## src/rtl/usb_frame_packetizer.sv

```systemverilog
// usb_frame_packetizer
//   Cuts a word stream into fixed PKT_WORDS-word packets for a USB bulk-IN
//   endpoint. Each packet holds PKT_WORDS-1 payload words followed by one
//   trailer word {seq, marker}. A partial packet is closed by flush_i or by
//   an idle timeout and is then filled with PAD_WORD up to the trailer.
//
//   Ports
//     clk, rst      clock, synchronous active-high reset
//     s_data_i      input payload word        s_valid_i / s_ready_o  input handshake
//     flush_i       one-cycle request to close the current partial packet
//     m_data_o      output word               m_valid_o / m_ready_i  output handshake
//     m_last_o      high with the trailer word
//     stat_seq_o    sequence number carried by the next trailer
//     stat_pad_o    count of padded packets sent (saturating)
//
//   Handshakes: a word moves when valid and ready are both high at a rising
//   edge. Once m_valid_o is raised for a pad or trailer word, it stays high
//   and m_data_o stays stable until m_ready_i takes the word. In the payload
//   phase the path is a zero-latency pass-through, so m_valid_o follows
//   s_valid_i and s_ready_o follows m_ready_i.
module usb_frame_packetizer #(
    parameter int          DW        = 16,
    parameter int          PKT_WORDS = 256,
    parameter logic [7:0]  MARKER    = 8'hA0,
    parameter logic [15:0] PAD_WORD  = 16'h0,
    parameter int          TIMEOUT   = 4096
) (
    input  logic          clk,
    input  logic          rst,
    input  logic [DW-1:0] s_data_i,
    input  logic          s_valid_i,
    output logic          s_ready_o,
    input  logic          flush_i,
    output logic [DW-1:0] m_data_o,
    output logic          m_valid_o,
    output logic          m_last_o,
    input  logic          m_ready_i,
    output logic [DW-9:0] stat_seq_o,
    output logic [15:0]   stat_pad_o
);

    localparam int SW = DW - 8;
    localparam int CW = $clog2(PKT_WORDS);
    localparam int IW = (TIMEOUT > 0) ? $clog2(TIMEOUT + 1) : 1;
    localparam logic [CW-1:0] LAST_CNT  = CW'(PKT_WORDS - 1);
    localparam logic [IW-1:0] IDLE_FIRE = IW'((TIMEOUT > 0) ? TIMEOUT - 1 : 0);
    localparam logic [DW-1:0] PAD_EXT   = DW'(PAD_WORD);

    generate
        if (DW < 16) begin : g_dw_check
            $error("usb_frame_packetizer: DW must be at least 16");
        end
        if (PKT_WORDS < 2) begin : g_pkt_check
            $error("usb_frame_packetizer: PKT_WORDS must be at least 2");
        end
    endgenerate

    typedef enum logic [1:0] {
        MODE_DATA  = 2'd0,
        MODE_PAD   = 2'd1,
        MODE_TRAIL = 2'd2
    } mode_e;

    logic [CW-1:0] cnt_q, cnt_d;
    logic [SW-1:0] seq_q, seq_d;
    logic          pad_q, pad_d;
    logic [IW-1:0] idle_q, idle_d;
    logic [15:0]   stat_pad_q, stat_pad_d;

    mode_e mode;
    logic  beat;
    logic  timeout_hit;
    logic  flush_req;

    // Mode is a pure function of the registers. While rst is high the block
    // is forced to the pass-through mode so the outputs are defined before
    // the first reset edge has cleared the registers.
    always_comb begin
        mode = MODE_DATA;
        if (!rst) begin
            if (cnt_q == LAST_CNT) begin
                mode = MODE_TRAIL;
            end else if (pad_q) begin
                mode = MODE_PAD;
            end
        end
    end

    always_comb begin
        m_data_o  = s_data_i;
        m_valid_o = s_valid_i;
        s_ready_o = m_ready_i;
        m_last_o  = 1'b0;
        case (mode)
            MODE_PAD: begin
                m_data_o  = PAD_EXT;
                m_valid_o = 1'b1;
                s_ready_o = 1'b0;
            end
            MODE_TRAIL: begin
                m_data_o  = {seq_q, pad_q ? (MARKER | 8'h10) : MARKER};
                m_valid_o = 1'b1;
                s_ready_o = 1'b0;
                m_last_o  = 1'b1;
            end
            default: ;
        endcase
    end

    assign stat_seq_o = rst ? '0 : seq_q;
    assign stat_pad_o = rst ? '0 : stat_pad_q;

    assign beat        = m_valid_o & m_ready_i;
    assign timeout_hit = (TIMEOUT != 0) && (idle_q == IDLE_FIRE) && !s_valid_i;
    assign flush_req   = (mode == MODE_DATA) && (cnt_q != '0) && (flush_i || timeout_hit);

    always_comb begin
        cnt_d      = cnt_q;
        seq_d      = seq_q;
        pad_d      = pad_q;
        idle_d     = idle_q;
        stat_pad_d = stat_pad_q;

        if (beat) begin
            if (mode == MODE_TRAIL) begin
                cnt_d = '0;
                pad_d = 1'b0;
                seq_d = seq_q + SW'(1);
                if (pad_q && stat_pad_q != 16'hFFFF) begin
                    stat_pad_d = stat_pad_q + 16'd1;
                end
            end else begin
                cnt_d = cnt_q + CW'(1);
            end
        end

        // A payload beat that fills the packet in the same cycle makes the
        // flush pointless: the normal trailer follows anyway.
        if (flush_req && !(beat && (cnt_q + CW'(1) == LAST_CNT))) begin
            pad_d = 1'b1;
        end

        if (s_valid_i || cnt_q == '0 || mode != MODE_DATA) begin
            idle_d = '0;
        end else begin
            idle_d = idle_q + IW'(1);
        end
    end

    always_ff @(posedge clk) begin
        if (rst) begin
            cnt_q      <= '0;
            seq_q      <= '0;
            pad_q      <= 1'b0;
            idle_q     <= '0;
            stat_pad_q <= '0;
        end else begin
            cnt_q      <= cnt_d;
            seq_q      <= seq_d;
            pad_q      <= pad_d;
            idle_q     <= idle_d;
            stat_pad_q <= stat_pad_d;
        end
    end

endmodule

```

## config.mk

```make
export PLATFORM = sky130hd
export DESIGN_NAME = usb_frame_packetizer
export DESIGN_NICKNAME = d
export VERILOG_FILES = /design/src/rtl/usb_frame_packetizer.sv
export SDC_FILE = /design/constraint.sdc
export NUM_CORES = 1
export LEC_CHECK = 0
export CAP_MARGIN = 5
export CELL_PAD_IN_SITES_DETAIL_PLACEMENT = 1
export CELL_PAD_IN_SITES_GLOBAL_PLACEMENT = 2
export CORE_AREA = 2 2 103 105
export DETAILED_ROUTE_END_ITERATION = 12
export DIE_AREA = 0 0 105 107
export PLACE_DENSITY_LB_ADDON = 0.3
export SKIP_LAST_GASP = 1
export SYNTH_ARGS = -nofsm -noshare
export SYNTH_HDL_FRONTEND = slang
export SYNTH_SLANG_ARGS = --single-unit
export TNS_END_PERCENT = 50
```

## constraint.sdc

```tcl
create_clock -name clk -period 3.1 [get_ports clk]
set_input_delay 0.31 -clock clk [delete_from_list [all_inputs] [get_ports clk]]
set_output_delay 0.31 -clock clk [all_outputs]
set_load 0.05 [all_outputs]
```

==> qor.txt <==
most frequent cells in the layout: clkdlybuf4s50_1 (43), dfxtp_1 (42), nor2_1 (39)
Yosys reg bits: 46
GPL Wtd Cong: 0.752
CP Class: register to output port
Total Routing Usage GR: 13.9%
final count of negative-setup-slack endpoints: 0
HP Class: primary input to register
reg2reg setup slack: 210 ps
P_int: 0.845 mW
width of the die: 105 µm
share of cells above drive strength 1: 15.6%
num rows: 37
CTS tree: done
Root Driver: clkbuf_8
design area: 3780 µm²
Slew @ Worst Pin: 619 ps
initial antenna violation count: 0
number of library cell types mapped by synthesis: 50
Pwr Density: 314 nW/µm²
clk_lat worst skew: 310 ps
Tcrit/Tclk final: 93.8%
largest net degree at the start of global routing: 49
Worst R2R End: pad_q
first-pass GRT wire length: 12900 µm
TritonRoute pass-1 iters: 4
# clock sinks: 46
Critical Path RT: 2790 ps
antenna diode count: 0
Worst VDD drop: 158 µV
IO Port Bufs: 63
Final ANT Viol Nets: 0
routed wire length: 7630 µm
via count: 2654
Worst Hold Launch: rst
Logic pwr share: 17.0%
RSZ-0062 raised after global routing: false
CTS Buf Count: 5
Async SR Flop Fraction: 0%
R2R depth: 9
die footprint: 11200 µm²
Max Fanout on Critical Path: 21
Post-CTS Setup Bufs: 0
# DRC: 0
Worst Hold Depth: 2
maximum buffer depth of the clock tree: 2
Hold WS: 352 ps
outcome: finished, final reports clean
Synth Instances: 348
CP Capture Type: output port
Worst R2R Start: cnt_q[4]
Post-synth top flop: dfxtp_1
Worst EP arrival: 2600 ps
sequential fraction of design power: 50.3%
switching share of power: 28.9%
EDFF count, synth: 0
Net Sw Power: 0.343 mW
Final Max Tran Viols: 0
sequential share of the synthesized area: 33.5%
Post-CTS Hold Fix Bufs: 0
Top-Level Pins: 64
commonest non-fill, non-tap cell in the layout: clkdlybuf4s50_1
synth warn: 0
Post-DP HPWL: 5610 µm
Fin. Hold Viols: 0
GRT overflow: 0
wire per inst: 14.0 µm
hold worst-path end: cnt_q[1]
part of the power in the clock network: 32.7%
clk slew on worst S/H paths: 90 ps
H-tree depth: 2
leakage power: 1.31 nW
critical path startpoint category: register
number of global-route vias before repair: 2684
synthesized net count: 377
Synth-to-Final Area Change: 37.8%
worst relative slew slack: 58.5%
vias per cell: 4.86
skew final: 8.37 ps
fmax: 344 MHz
Starting Density: 27.2%
Cell Area, Synth: 2750 µm²
placed instance area: 3660 µm²
core area: 10100 µm²
Tmin final: 2910 ps
Max-Cap Viols: 0
initial DRC count: 69
die height: 107 µm
final net count: 438
Mean Syn Cell Area: 7.89 µm²
-- stage by stage --
stage	util [%]	cells	total power [mW]	setup TNS, ps	worst slack (ps)
global placement	36.3	538	0.812	0	278
detailed placement	36.3	538	0.814	0	177
finish	37.5	546	1.19	0	192
floorplan	-	348	0.715	-514	-86.7
CTS	37.3	546	1.21	0	40.0
global route	37.5	546	1.25	0	12.0
-- cell type report --
type,instances,area [µm²]
clock buffers,5,68.8
clock inverters,3,25.0
fillers,1239,6310
inverters,21,78.8
multi-input cells,264,1700
flip-flops and latches,46,931
well taps,136,170
repair buffers,71,813
-- worst max-delay path by stage --
stage	from	endpoint
floorplan	cnt_q[2]	m_data_o[15]
global placement	cnt_q[3]	stat_pad_q[15]
CTS	cnt_q[1]	m_data_o[7]
global route	cnt_q[3]	m_data_o[15]
finish	cnt_q[4]	m_data_o[7]
detailed placement	cnt_q[2]	pad_q
-- power groups by stage --
stage	registers (mW)	clock network, mW	logic (mW)
final	0.597	0.388	0.202
after global routing	0.598	0.437	0.215
after CTS	0.598	0.411	0.204
after detailed placement	0.612	0	0.203
after global placement	0.611	0	0.201
after floorplan	0.610	0	0.104
-- worst max-delay path, stage by stage, from the launching register on --
cell	delay (ps)
dfxtp_1	400
and3_1	190
and3_1	180
nand3_1	120
or2_2	300
ha_1	310
buf_4	190
buf_12	170
nand2_1	80
o21ai_1	150
buf_12	170
-- layer usage --
| layer | part of all wire (%) | global-route usage, % | routed length (µm) | up-vias |
|---|---|---|---|---|
| li1 | - | - | - | 1351 |
| met1 | 46 | 17.2 | 3500 | 1267 |
| met2 | 50 | 24.8 | 3840 | 29 |
| met3 | 2.8 | 2.43 | 211 | 7 |
| met4 | 1.0 | 3.71 | 80 | 0 |
| met5 | 0 | 0 | 0 | - |
-- cell usage after synthesis, types with 2 or more instances --
cell | n | area [µm²]
a211oi_1 | 2 | 15.0
a21boi_0 | 2 | 15.0
a21oi_1 | 14 | 70.1
a31oi_1 | 2 | 12.5
and3_1 | 3 | 18.8
and4_1 | 2 | 17.5
buf_2 | 3 | 15.0
clkbuf_1 | 12 | 45.0
dfxtp_1 | 46 | 921
ha_1 | 8 | 100
inv_1 | 21 | 78.8
mux2_2 | 9 | 101
nand2_1 | 23 | 86.3
nand3_1 | 22 | 110
nand3b_1 | 3 | 22.5
nand4_1 | 8 | 50.1
nand4b_1 | 3 | 26.3
nor2_1 | 39 | 146
nor2b_1 | 31 | 194
nor3_1 | 10 | 50.1
nor3b_1 | 2 | 15.0
nor4_1 | 6 | 37.5
nor4b_1 | 2 | 17.5
o211ai_1 | 2 | 15.0
o21ai_0 | 22 | 110
o31ai_1 | 4 | 30.0
or2_2 | 2 | 12.5
or3_1 | 4 | 25.0
or4_1 | 5 | 37.5
xnor2_1 | 12 | 105
xor2_1 | 5 | 43.8
-- sequential cells by signal, summed over array words and instances (netlist names) --
register	cells
idle_q	13
cnt_q	8
seq_q	8
pad_q	1
stat_pad_q	16
-- logic make-up after synthesis --
| family | after synthesis | share of synthesized area, % |
|---|---|---|
| multiplexers | 9 | 3.69 |
| AO/OA/AOI/OAI | 58 | 13.5 |
| AND/OR/NAND/NOR | 172 | 34.6 |
| adder cells (fa/ha/maj) | 8 | 3.65 |
| flip-flops | 46 | 33.5 |
| buffers and inverters | 38 | 5.51 |
| XOR/XNOR | 17 | 5.42 |
-- repair_timing --
action,in CTS,in global routing
hold endpoints to repair,0,0
gates resized for setup,1,9
cloned,0,0
endpoints found under the setup margin,4,18
pin swaps,0,0
Note: power is estimated with default switching activity, not from simulation.
